## src/rtl/uart_tx.sv

```systemverilog
// uart_tx: serial transmitter sending start, LSB-first data, optional parity and stop bits, one bit per tick
// ports: clk clock; reset async active-low; tick one pulse per bit period; tx_start/tx_data send request;
//        tx serial line (idle high); tx_busy frame in progress; tx_done one-clk pulse at frame end
module uart_tx #(
  parameter int DATA_BITS  = 8,
  parameter int PARITY_EN  = 0,
  parameter int PARITY_ODD = 0,
  parameter int STOP_BITS  = 1
) (
  input  logic                 clk,
  input  logic                 reset,
  input  logic                 tick,
  input  logic                 tx_start,
  input  logic [DATA_BITS-1:0] tx_data,
  output logic                 tx,
  output logic                 tx_busy,
  output logic                 tx_done
);
  localparam int BW = $clog2(DATA_BITS);
  typedef enum logic [2:0] {IDLE, SYNC, START, DATA, PARITY, STOP} state_t;
  state_t state, state_n;
  logic [DATA_BITS-1:0] shift, shift_n, rot;
  logic [BW-1:0] bit_cnt, bit_n;
  logic stop_cnt, stop_n, tx_n, busy_n, done_n, parity;
  // rotating rather than shifting leaves the latched word intact once all data bits are out
  assign rot = {shift[0], shift[DATA_BITS-1:1]};
  assign parity = ^shift ^ (PARITY_ODD != 0);
  always_comb begin
    state_n = state;
    shift_n = shift;
    bit_n = bit_cnt;
    stop_n = stop_cnt;
    tx_n = tx;
    busy_n = tx_busy;
    done_n = 1'b0;
    case (state)
      IDLE: begin
        tx_n = 1'b1;
        busy_n = tx_start;
        if (tx_start) begin
          shift_n = tx_data;
          state_n = SYNC;
        end
      end
      SYNC: if (tick) begin
        state_n = START;
        tx_n = 1'b0;
      end
      START: if (tick) begin
        state_n = DATA;
        tx_n = shift[0];
        shift_n = rot;
        bit_n = '0;
      end
      DATA: if (tick) begin
        if (bit_cnt == BW'(DATA_BITS - 1)) begin
          state_n = (PARITY_EN != 0) ? PARITY : STOP;
          tx_n = (PARITY_EN != 0) ? parity : 1'b1;
          stop_n = 1'b0;
        end else begin
          tx_n = shift[0];
          shift_n = rot;
          bit_n = bit_cnt + 1'b1;
        end
      end
      PARITY: if (tick) begin
        state_n = STOP;
        tx_n = 1'b1;
        stop_n = 1'b0;
      end
      STOP: if (tick) begin
        if (stop_cnt == 1'(STOP_BITS - 1)) begin
          state_n = IDLE;
          busy_n = 1'b0;
          done_n = 1'b1;
        end else stop_n = 1'b1;
      end
      default: begin
        state_n = IDLE;
        tx_n = 1'b1;
        busy_n = 1'b0;
      end
    endcase
  end
  always_ff @(posedge clk or negedge reset) begin
    if (!reset) begin
      state <= IDLE;
      shift <= '0;
      bit_cnt <= '0;
      stop_cnt <= 1'b0;
      tx <= 1'b1;
      tx_busy <= 1'b0;
      tx_done <= 1'b0;
    end else begin
      state <= state_n;
      shift <= shift_n;
      bit_cnt <= bit_n;
      stop_cnt <= stop_n;
      tx <= tx_n;
      tx_busy <= busy_n;
      tx_done <= done_n;
    end
  end
endmodule

```

## config.mk

```make
export PLATFORM = sky130hd
export DESIGN_NAME = uart_tx
export DESIGN_NICKNAME = d
export VERILOG_FILES = /design/src/rtl/uart_tx.sv
export SDC_FILE = /design/constraint.sdc
export NUM_CORES = 1
export LEC_CHECK = 0
export CAP_MARGIN = 20
export CORE_ASPECT_RATIO = 0.75
export CORE_MARGIN = 3
export CORE_UTILIZATION = 35
export CTS_BUF_LIST = sky130_fd_sc_hd__clkbuf_16
export CTS_CLUSTER_DIAMETER = 150
export DETAILED_ROUTE_END_ITERATION = 10
export REMOVE_ABC_BUFFERS = 1
export SLEW_MARGIN = 10
export SYNTH_ARGS = -nofsm -noshare
export SYNTH_HDL_FRONTEND = slang
export SYNTH_SLANG_ARGS = --single-unit
```

## constraint.sdc

```tcl
create_clock -name clk -period 1.77 [get_ports clk]
set_clock_uncertainty 0.1 [all_clocks]
set_input_delay 0.354 -clock clk [delete_from_list [all_inputs] [get_ports clk]]
set_output_delay 0.354 -clock clk [all_outputs]
set_load 0.01 [all_outputs]
```

==> out/results.ini, run 1 <==
[yosys]
synthFlopType = dfrtp_1
synth_area_per_cell_um2 = 10.6
synth-seq-cells = 17
synthArstFlopShare = 1.00
ys_types = 34
synth_seq_area_share = 0.433
synthTopCellsByArea = dfrtp_1 41%, mux2i_1 8.1%, a311oi_1 7.1%
synth_top_cell_by_area = dfrtp_1
synth_area_um2 = 986
ys_warn_count = 0
synth_cells = 93
synth_top_area_frac = 0.406
synth_edf_count = 0

[clock_network]
cts_buffer_depth = 2
cts_tree = built
htree_levels = 1
numCtsBuffers = 3
path_clk_slew_ps = 50
cts.sinks = 17
root_buffer = clkbuf_16
clk_latency_ps = 250
post_cts_buffers = 0

[routing]
drt_wl_total_um = 2070
drt-pass1-iter-count = 4
drc_errors = 0
drtIter0Drc = 20
vias = 813
routed_via_density = 5.46
ant_nets = 0
detail_route.wl_per_cell_um = 13.9

[timing]
drv_slew = 0
fin_crit_sh = 0.928
rsz0062_at_grt = no
setup_tns_ps = 0
worst_hold_slack_ps = 251
setup_viol = 0
final_hold_viol_count = 0
timing.fmax_ghz = 0.609
min_period_ps = 1640
slew_headroom = 0.758
worst-slew-pin-transition_ps = 361

[setup_path]
critical_path_class = reg2reg
critPathCaptureType = flop
crit_path_start_kind = flop
crit_fanout = 10
critPathArrivalTime_ps = 1700
required_ps = 1830
r2r_cells = 5

[die]
design.core.area_um2 = 2640
fp-row-count = 16
ios = 15
dieWidth_um = 67.3
start_util = 0.373
dieArea_um2 = 3500
die_h_um = 52.0

[pwr]
seq_power_share = 0.379
power.density_nw_per_um2 = 1330
ir_drop_v = 0.000580
p_sw_uw = 541
swShare = 0.321
p_comb_frac = 0.362
power.clock.fraction = 0.258
p_leak_nw = 0.542
internal_power_mw = 1.15
p_total_mw = 1.69

[global_routing]
grt_use_total = 0.137
antenna_found_initial = 0
grt-ovfl-total = 0
grt_pass1_vias = 794
grt_pass1_wl_um = 3570
grt_start_max_net_pins = 15

[final_layout]
nets = 128
seq_area_um2 = 427
multiInputGateArea_um2 = 489
area_growth_syn_to_layout_pct = 28.3
drive_gt1_frac = 0.168
diodes = 0
n_fill_cell = 256

[placement]
hpwl_um = 1560
port_buffers = 14
gp_congestion = 0.801

[hold_path]
hold_class = in2async

[flow_run]
drv_cap = 0

[status]
status = finished clean

==> cells by family (layout without fill, tap and decap cells) <==
family                   after synthesis  count (layout)  synth area share
AO/OA/AOI/OAI                         31              31             0.232
AND/OR/NAND/NOR                       25              25             0.155
flip-flops                            17              17             0.433
buffers and inverters                 10              30            0.0736
multiplexers                           8               8            0.0812
adder cells (fa/ha/maj)                2               2            0.0254
==> cell usage after synthesis, drive strengths merged (2+ instances only) <==
| cell | count |
|---|---|
| o21ai | 4 |
| nand3 | 4 |
| nor2 | 3 |
| a31oi | 9 |
| mux2i | 8 |
| nand2 | 8 |
| ha | 2 |
| a311oi | 8 |
| buf | 7 |
| dfrtp | 16 |
| o211ai | 2 |
| and2 | 2 |
| nor2b | 2 |
==> metrics by stage <==
stage | setup WS, ps | util | instance area, um2 | cells
final | 127 | 0.479 | 1260 | 149
after global routing | 25.5 | 0.479 | 1260 | 149
after CTS | 4.00 | 0.477 | 1260 | 149
after detailed placement | -37.3 | 0.447 | 1180 | 145
after global placement | 16.7 | 0.447 | 1180 | 145
after floorplan | 179 | - | 921 | 85
==> path summary, 6_finish.rpt <==
path,slack (ps),startpoint,endpoint
min,250,reset,state[1]$_DFFE_PN0P_
min reg2reg,410,tx_busy$_DFFE_PN0P_,tx_busy$_DFFE_PN0P_
min in group clk,410,tx_busy$_DFFE_PN0P_,tx_busy$_DFFE_PN0P_
max in group asynchronous,870,reset,bit_cnt[1]$_DFFE_PN0P_
max reg2reg,130,bit_cnt[0]$_DFFE_PN0P_,shift[7]$_DFFE_PN0P_
max,130,bit_cnt[0]$_DFFE_PN0P_,shift[7]$_DFFE_PN0P_
==> area by class of cell <==
cell class	count	area share
clock buffer	3	0.0593
tap	36	0.0356
sequential	17	0.337
inverter	2	0.00593
multi-input combinational	66	0.387
timing repair buffer	24	0.172
clock inverter	1	0.00297
==> cells in the final DEF (no fill, tap or decap), types with 2 or more instances in the layout <==
cell and count:
a311oi_1 8, a31oi_1 9, buf_4 10, clkbuf_16 3, clkdlybuf4s50_1 13, dfrtp_1 16, inv_1 2, mux2i_1 8
nand2_1 7, nand3_1 4, nor2_1 3, nor2b_1 2, o211ai_1 2, o21ai_0 4
==> power by group through the flow <==
| stage | Combinational (mW) | Sequential, mW | Clock, mW |
|---|---|---|---|
| final | 0.611 | 0.640 | 0.435 |
| after detailed placement | 0.615 | 0.644 | 0 |
| after floorplan | 0.365 | 0.655 | 0 |
| after global placement | 0.591 | 0.638 | 0 |
| after global routing | 0.684 | 0.657 | 0.459 |
| after CTS | 0.618 | 0.638 | 0.445 |
==> timing repair <==
action                                  in CTS  in global routing
hold buffers                                 0                  0
endpoints found under the setup margin       0                  8
resized for setup                            0                  2
==> sequential cells by signal, indices dropped and copies added (netlist names) <==
signal,cells
shift,8
bit_cnt,3
state,3
tx,1
tx_busy,1
tx_done,1
==> worst max-delay path: stages (launching register included) <==
cell and delay, ps:
dfrtp_1 390, ha_1 170, ha_2 240, nand2_2 160
a22o_4 310, a31oi_1 190
==> metal layers <==
metal / track usage / up-vias / routed length, um
met3: 0.0389 / 3 / 79
met1: 0.181 / 394 / 1040
li1: - / 398 / -
met2: 0.217 / 18 / 945
met5: 0 / - / 0
met4: 0.0404 / 0 / 10
No activity file was read; power rests on OpenSTA's default activity.
==> run 2: changes to the inputs <==
--- a/config.mk
+++ b/config.mk
@@ -12,6 +12,7 @@
 export CTS_BUF_LIST = sky130_fd_sc_hd__clkbuf_16
 export CTS_CLUSTER_DIAMETER = 150
 export DETAILED_ROUTE_END_ITERATION = 10
+export GPL_TIMING_DRIVEN = 0
 export REMOVE_ABC_BUFFERS = 1
 export SLEW_MARGIN = 10
 export SYNTH_ARGS = -nofsm -noshare
==> run 2 against run 1 <==
Effect of this change: first-iteration DRC count increased by 110%; highest routed layer is now met3; sequential power grew 6.4%; largest power group unchanged; routed wire length fell by 2.3%; critical path type is now in2reg.
==> out/results.ini, run 2 (synthesis gave the netlist of run 1 again) <==
[final_layout]
largest_reg_flops = 8  ; unchanged
n_fill_cell = 262  ; was 256
fin_util = 0.452  ; was 0.479
final_common_cell = dfrtp_1  ; unchanged
drive_gt1_frac = 0.107  ; was 0.168
area_growth_syn_to_layout_pct = 21.2  ; was 28.3%
largestRegisters = shift x8, bit_cnt x3, state x3  ; unchanged
registers.top_by_ff_count = shift  ; unchanged
nets = 118  ; was 128
fin_cells = 139  ; was 149
diodes = 0  ; unchanged
layout_common_cells = 15 x dfrtp_1, 13 x clkdlybuf4s50_1, 9 x a31oi_1  ; was 16 x dfrtp_1, 13 x clkdlybuf4s50_1, 10 x buf_4

[global_routing]
grt_start_max_net_pins = 20  ; was 15
grt_use_total = 0.133  ; was 0.137
grt-ovfl-total = 0  ; unchanged
antenna_found_initial = 0  ; unchanged
grt_pass1_wl_um = 3420  ; was 3570 um
grt_pass1_vias = 731  ; was 794

[routing]
detail_route.wl_per_cell_um = 14.6  ; was 13.9 um
drt-pass1-iter-count = 4  ; unchanged
routed_via_density = 5.36  ; was 5.46
drc_errors = 0  ; unchanged
drtIter0Drc = 43  ; was 20
ant_nets = 0  ; unchanged
vias = 745  ; was 813
drt_wl_total_um = 2030  ; was 2070 um

[placement]
gp_congestion = 0.744  ; was 0.801
hpwl_um = 1340  ; was 1560 um
preCtsSetupSlack_ps = -192  ; was -37.3 ps
place_inst = 135  ; was 145
port_buffers = 14  ; unchanged

[timing]
timing.fmax_ghz = 0.589  ; was 0.609 GHz
worst-slew-pin-transition_ps = 806  ; was 361 ps
slew_headroom = 0.461  ; was 0.758
fin_crit_sh = 0.959  ; was 0.928
setup_viol = 0  ; unchanged
setup_tns_ps = 0  ; unchanged
min_period_ps = 1700  ; was 1640 ps
rsz0062_at_grt = no  ; unchanged
worst_hold_slack_ps = 397  ; was 251 ps
finalWorstSetupSlack_ps = 71.8  ; was 127 ps
final_hold_viol_count = 0  ; unchanged
drv_slew = 0  ; unchanged

[setup_path]
critPathArrivalTime_ps = 1780  ; was 1700 ps
required_ps = 1850  ; was 1830 ps
crit_fanout = 11  ; was 10
max_stage_delay_ps = 670  ; was 390 ps
critPathCaptureType = flop  ; unchanged
crit_family = simple AND/OR/NAND/NOR gates  ; was compound AO/OA/AOI/OAI gates
slowest_stage = clkdlybuf4s50_1  ; was dfrtp_1
crit_path_start_kind = input port  ; was flop
crit_buf_inv = 1  ; was 0
path_cells = clkdlybuf4s50_1 > nand3b_1 > or3b_1 > nand3_1  ; was ha_1 > ha_2 > nand2_2 > a22o_4 > a31oi_1
critical_path_class = in2reg  ; was reg2reg

[die]
fp-row-count = 16  ; unchanged
dieArea_um2 = 3500  ; unchanged
design.core.area_um2 = 2640  ; unchanged
dieWidth_um = 67.3  ; unchanged
die_h_um = 52.0  ; unchanged
start_util = 0.373  ; unchanged
ios = 15  ; unchanged

[flow_run]
drv_cap = 0  ; unchanged

[clock_network]
clk_latency_ps = 240  ; was 250 ps
numCtsBuffers = 3  ; unchanged
path_clk_slew_ps = 50  ; about the same
cts.sinks = 17  ; unchanged
htree_levels = 1  ; unchanged
cts_tree = built  ; unchanged
cts_buffer_depth = 2  ; unchanged
root_buffer = clkbuf_16  ; unchanged

[pwr]
p_leak_nw = 0.495  ; was 0.542 nW
power.density_nw_per_um2 = 1360  ; was 1330 nW/um2
ir_drop_v = 0.000587  ; was 0.000580 V

[status]
status = finished clean  ; unchanged

[hold_path]
hold_class = reg2reg  ; was in2async

[run 2: cell types whose count changed in the layout (fill, tap and decap cells not counted), sizes merged]
cell,previous run,this run
buf,10,0
clkinv,1,0
clkinvlp,0,1
[run 2: worst paths after layout]
check,from,endpoint,slack (ps),depth (start not counted)
setup / recovery,tick,bit_cnt[0]$_DFFE_PN0P_,70,4
hold / removal,tx_busy$_DFFE_PN0P_,tx_busy$_DFFE_PN0P_,400,1
setup reg to reg,bit_cnt[0]$_DFFE_PN0P_,shift[6]$_DFFE_PN0P_,140,5
hold reg to reg,tx_busy$_DFFE_PN0P_,tx_busy$_DFFE_PN0P_,400,1
max in group asynchronous,reset,state[1]$_DFFE_PN0P_,540,1
min in group asynchronous,reset,shift[2]$_DFFE_PN0P_,480,1
[run 2: where the power goes]
group / internal (mW) / leakage [nW] / switching [mW]
sequential: 0.523 / 0.186 / 0.158
clock: 0.299 / 0.0423 / 0.137
combinational: 0.280 / 0.266 / 0.226
[run 2: per-layer routing]
metal,GRT usage,up-vias,part of all wire
li1,-,377,-
met1,0.178,359,0.50
met2,0.201,9,0.47
met3,0.0454,0,0.031
met4,0.0404,0,0
met5,0,-,0
[run 2: stage by stage]
step | area, um2 | total power [mW]
floorplan | 921 | 1.02
global placement | 1110 | 1.17
detailed placement | 1110 | 1.19
CTS | 1190 | 1.64
global route | 1190 | 1.75
finish | 1190 | 1.62
[run 2: layout make-up]
cell class,count,area [um2],area share
clock buffer,3,75.1,0.0628
clock inverter,1,3.75,0.00314
inverter,2,11.3,0.00942
multi-input combinational,66,489,0.409
sequential,17,428,0.358
tap,36,45.0,0.0377
timing repair buffer,14,143,0.119
[run 2: what timing repair did]
item,CTS,global route
pin swaps,0,0
hold buffers,0,0
buffers inserted,0,0
gates resized for setup,1,3
endpoints found under the setup margin,1,10
==> run 3: changes to the inputs <==
--- a/config.mk
+++ b/config.mk
@@ -8,11 +8,12 @@
 export CAP_MARGIN = 20
 export CORE_ASPECT_RATIO = 0.75
 export CORE_MARGIN = 3
-export CORE_UTILIZATION = 35
+export CORE_UTILIZATION = 52
 export CTS_BUF_LIST = sky130_fd_sc_hd__clkbuf_16
 export CTS_CLUSTER_DIAMETER = 150
 export DETAILED_ROUTE_END_ITERATION = 10
 export GPL_TIMING_DRIVEN = 0
+export PLACE_DENSITY = 0.77
 export REMOVE_ABC_BUFFERS = 1
 export SLEW_MARGIN = 10
 export SYNTH_ARGS = -nofsm -noshare
==> run 3 against run 2 <==
Effect of this change: setup slack improved by 34 ps; cell count down 11%; non-clock buffer count did not move; count of clock-buffer cells in the layout did not move; global-route usage up 5.1 points; routed wire length grew 5.7%; sequential cell count unchanged; largest cell class unchanged; highest routed layer is now met4.
==> out/results.ini, run 3 (synthesis gave the netlist of run 1 again) <==
[status]
status = finished clean  ; unchanged

[clock_network]
cts_tree = built  ; unchanged
cts_buffer_depth = 2  ; unchanged
numCtsBuffers = 3  ; unchanged
post_cts_buffers = 0  ; unchanged
clk_latency_ps = 250  ; was 240 ps
root_buffer = clkbuf_16  ; unchanged
cts_hold_buf = 0  ; unchanged
cts.sinks = 17  ; unchanged
path_clk_slew_ps = 50  ; about the same
htree_levels = 1  ; unchanged

[global_routing]
grt_use_total = 0.184  ; was 0.133
antenna_found_initial = 0  ; unchanged
grt_pass1_wl_um = 3490  ; was 3420 um
grt_pass1_vias = 736  ; was 731
grt_start_max_net_pins = 20  ; unchanged
grt-ovfl-total = 0  ; unchanged

[pwr]
p_total_mw = 1.65  ; was 1.62 mW
ir_drop_v = 0.00119  ; was 0.000587 V
swShare = 0.331  ; was 0.321
p_sw_uw = 546  ; was 521 uW
power.clock.fraction = 0.274  ; was 0.269
power.density_nw_per_um2 = 1400  ; was 1360 nW/um2
seq_power_share = 0.412  ; was 0.420
p_comb_frac = 0.314  ; was 0.312
internal_power_mw = 1.10  ; about the same
p_leak_nw = 0.504  ; was 0.495 nW

[final_layout]
fin_util = 0.727  ; was 0.452
layout_common_cells = 15 x dfrtp_1, 12 x clkdlybuf4s50_1, 9 x a31oi_1  ; was 15 x dfrtp_1, 13 x clkdlybuf4s50_1, 9 x a31oi_1
drive_gt1_frac = 0.107  ; unchanged
registers.top_by_ff_count = shift  ; unchanged
n_fill_cell = 132  ; was 262
final_common_cell = dfrtp_1  ; unchanged
area_growth_syn_to_layout_pct = 19.5  ; was 21.2%
largest_reg_flops = 8  ; unchanged
nets = 118  ; unchanged
largestRegisters = shift x8, bit_cnt x3, state x3  ; unchanged
fin_cells = 124  ; was 139
diodes = 0  ; unchanged

[setup_path]
crit_path_start_kind = flop  ; was input port
path_cells = ha_1 > ha_2 > nor2b_1 > or3b_1 > nand3_1  ; was clkdlybuf4s50_1 > nand3b_1 > or3b_1 > nand3_1
critPathArrivalTime_ps = 1740  ; was 1780 ps
crit_family = simple AND/OR/NAND/NOR gates  ; unchanged
crit_buf_inv = 0  ; was 1
required_ps = 1850  ; about the same
critical_path_class = reg2reg  ; was in2reg
max_stage_delay_ps = 400  ; was 670 ps
slowest_stage = dfrtp_1  ; was clkdlybuf4s50_1
crit_fanout = 6  ; was 11
setup.worst_path.start = bit_cnt[0]$_DFFE_PN0P_  ; was tick
critPathCaptureType = flop  ; unchanged
reg2reg_from = bit_cnt[0]$_DFFE_PN0P_  ; unchanged

[hold_path]
hp-start = tx_busy$_DFFE_PN0P_  ; unchanged
hold_class = reg2reg  ; unchanged

[timing]
worst-slew-pin-transition_ps = 795  ; was 806 ps
slew_headroom = 0.469  ; was 0.461
setup_viol = 0  ; unchanged
rsz0062_at_grt = no  ; unchanged
drv_slew = 0  ; unchanged
min_period_ps = 1660  ; was 1700 ps
setup_tns_ps = 0  ; unchanged
timing.fmax_ghz = 0.601  ; was 0.589 GHz
fin_crit_sh = 0.940  ; was 0.959
final_hold_viol_count = 0  ; unchanged

[die]
design.core.area_um2 = 1620  ; was 2640 um2
ios = 15  ; unchanged
start_util = 0.608  ; was 0.373
fp-row-count = 12  ; was 16
dieArea_um2 = 2460  ; was 3500 um2
die_h_um = 43.7  ; was 52.0 um
dieWidth_um = 56.3  ; was 67.3 um

[routing]
drtIter0Drc = 21  ; was 43
drt_wl_total_um = 2140  ; was 2030 um
routed_via_density = 6.30  ; was 5.36
detail_route.wl_per_cell_um = 17.3  ; was 14.6 um
vias = 781  ; was 745
ant_nets = 0  ; unchanged
drt-pass1-iter-count = 4  ; unchanged
drc_errors = 0  ; unchanged

[placement]
port_buffers = 14  ; unchanged
place_inst = 120  ; was 135
hpwl_um = 1350  ; was 1340 um
gp_congestion = 0.752  ; was 0.744

[flow_run]
drv_cap = 0  ; unchanged

-- run 3: layout make-up --
class | instances | area (um2) | share of cell area
clock inverters | 1 | 3.75 | 0.00318
repair buffers | 14 | 145 | 0.123
flip-flops and latches | 17 | 428 | 0.363
multi-input cells | 66 | 489 | 0.415
inverters | 2 | 11.3 | 0.00955
well taps | 21 | 26.3 | 0.0223
clock buffers | 3 | 75.1 | 0.0637
-- run 3: path summary, 6_finish.rpt --
path,end,slack [ps],cells after the start
max,bit_cnt[0]$_DFFE_PN0P_,110,5
min,tx_busy$_DFFE_PN0P_,410,1
max reg2reg,bit_cnt[0]$_DFFE_PN0P_,110,5
min reg2reg,tx_busy$_DFFE_PN0P_,410,1
max in group asynchronous,state[1]$_DFFE_PN0P_,560,1
min in group asynchronous,tx_done$_DFF_PN0_,470,1
-- run 3: per-layer routing --
metal | share of wire | up-vias | wire, um | track usage
li1 | - | 379 | - | -
met1 | 0.47 | 378 | 1020 | 0.255
met2 | 0.46 | 22 | 987 | 0.280
met3 | 0.060 | 2 | 129 | 0.0625
met4 | 0.0028 | 0 | 6 | 0.0427
met5 | 0 | - | 0 | 0
-- run 3: repair_timing --
action,4_1_cts,5_1_grt
endpoints found under the setup margin,1,10
resized for setup,1,4
pin swaps,0,0
-- run 3: through the flow --
step	hold WS (ps)	area (um2)	setup slack, ps
2_1_floorplan	-41.6	921	179
3_3_place_gp	365	1090	-165
3_5_place_dp	375	1090	-229
4_1_cts	416	1170	9.54
5_1_grt	437	1180	21.8
6_report	409	1180	106
-- run 3: power groups by stage --
stage          sequential (mW)  combinational (mW)  clock (mW)
2_1_floorplan            0.655               0.365           0
3_3_place_gp             0.676               0.495           0
3_5_place_dp             0.678               0.515           0
4_1_cts                  0.677               0.518       0.459
5_1_grt                  0.701               0.574       0.479
6_report                 0.679               0.517       0.452
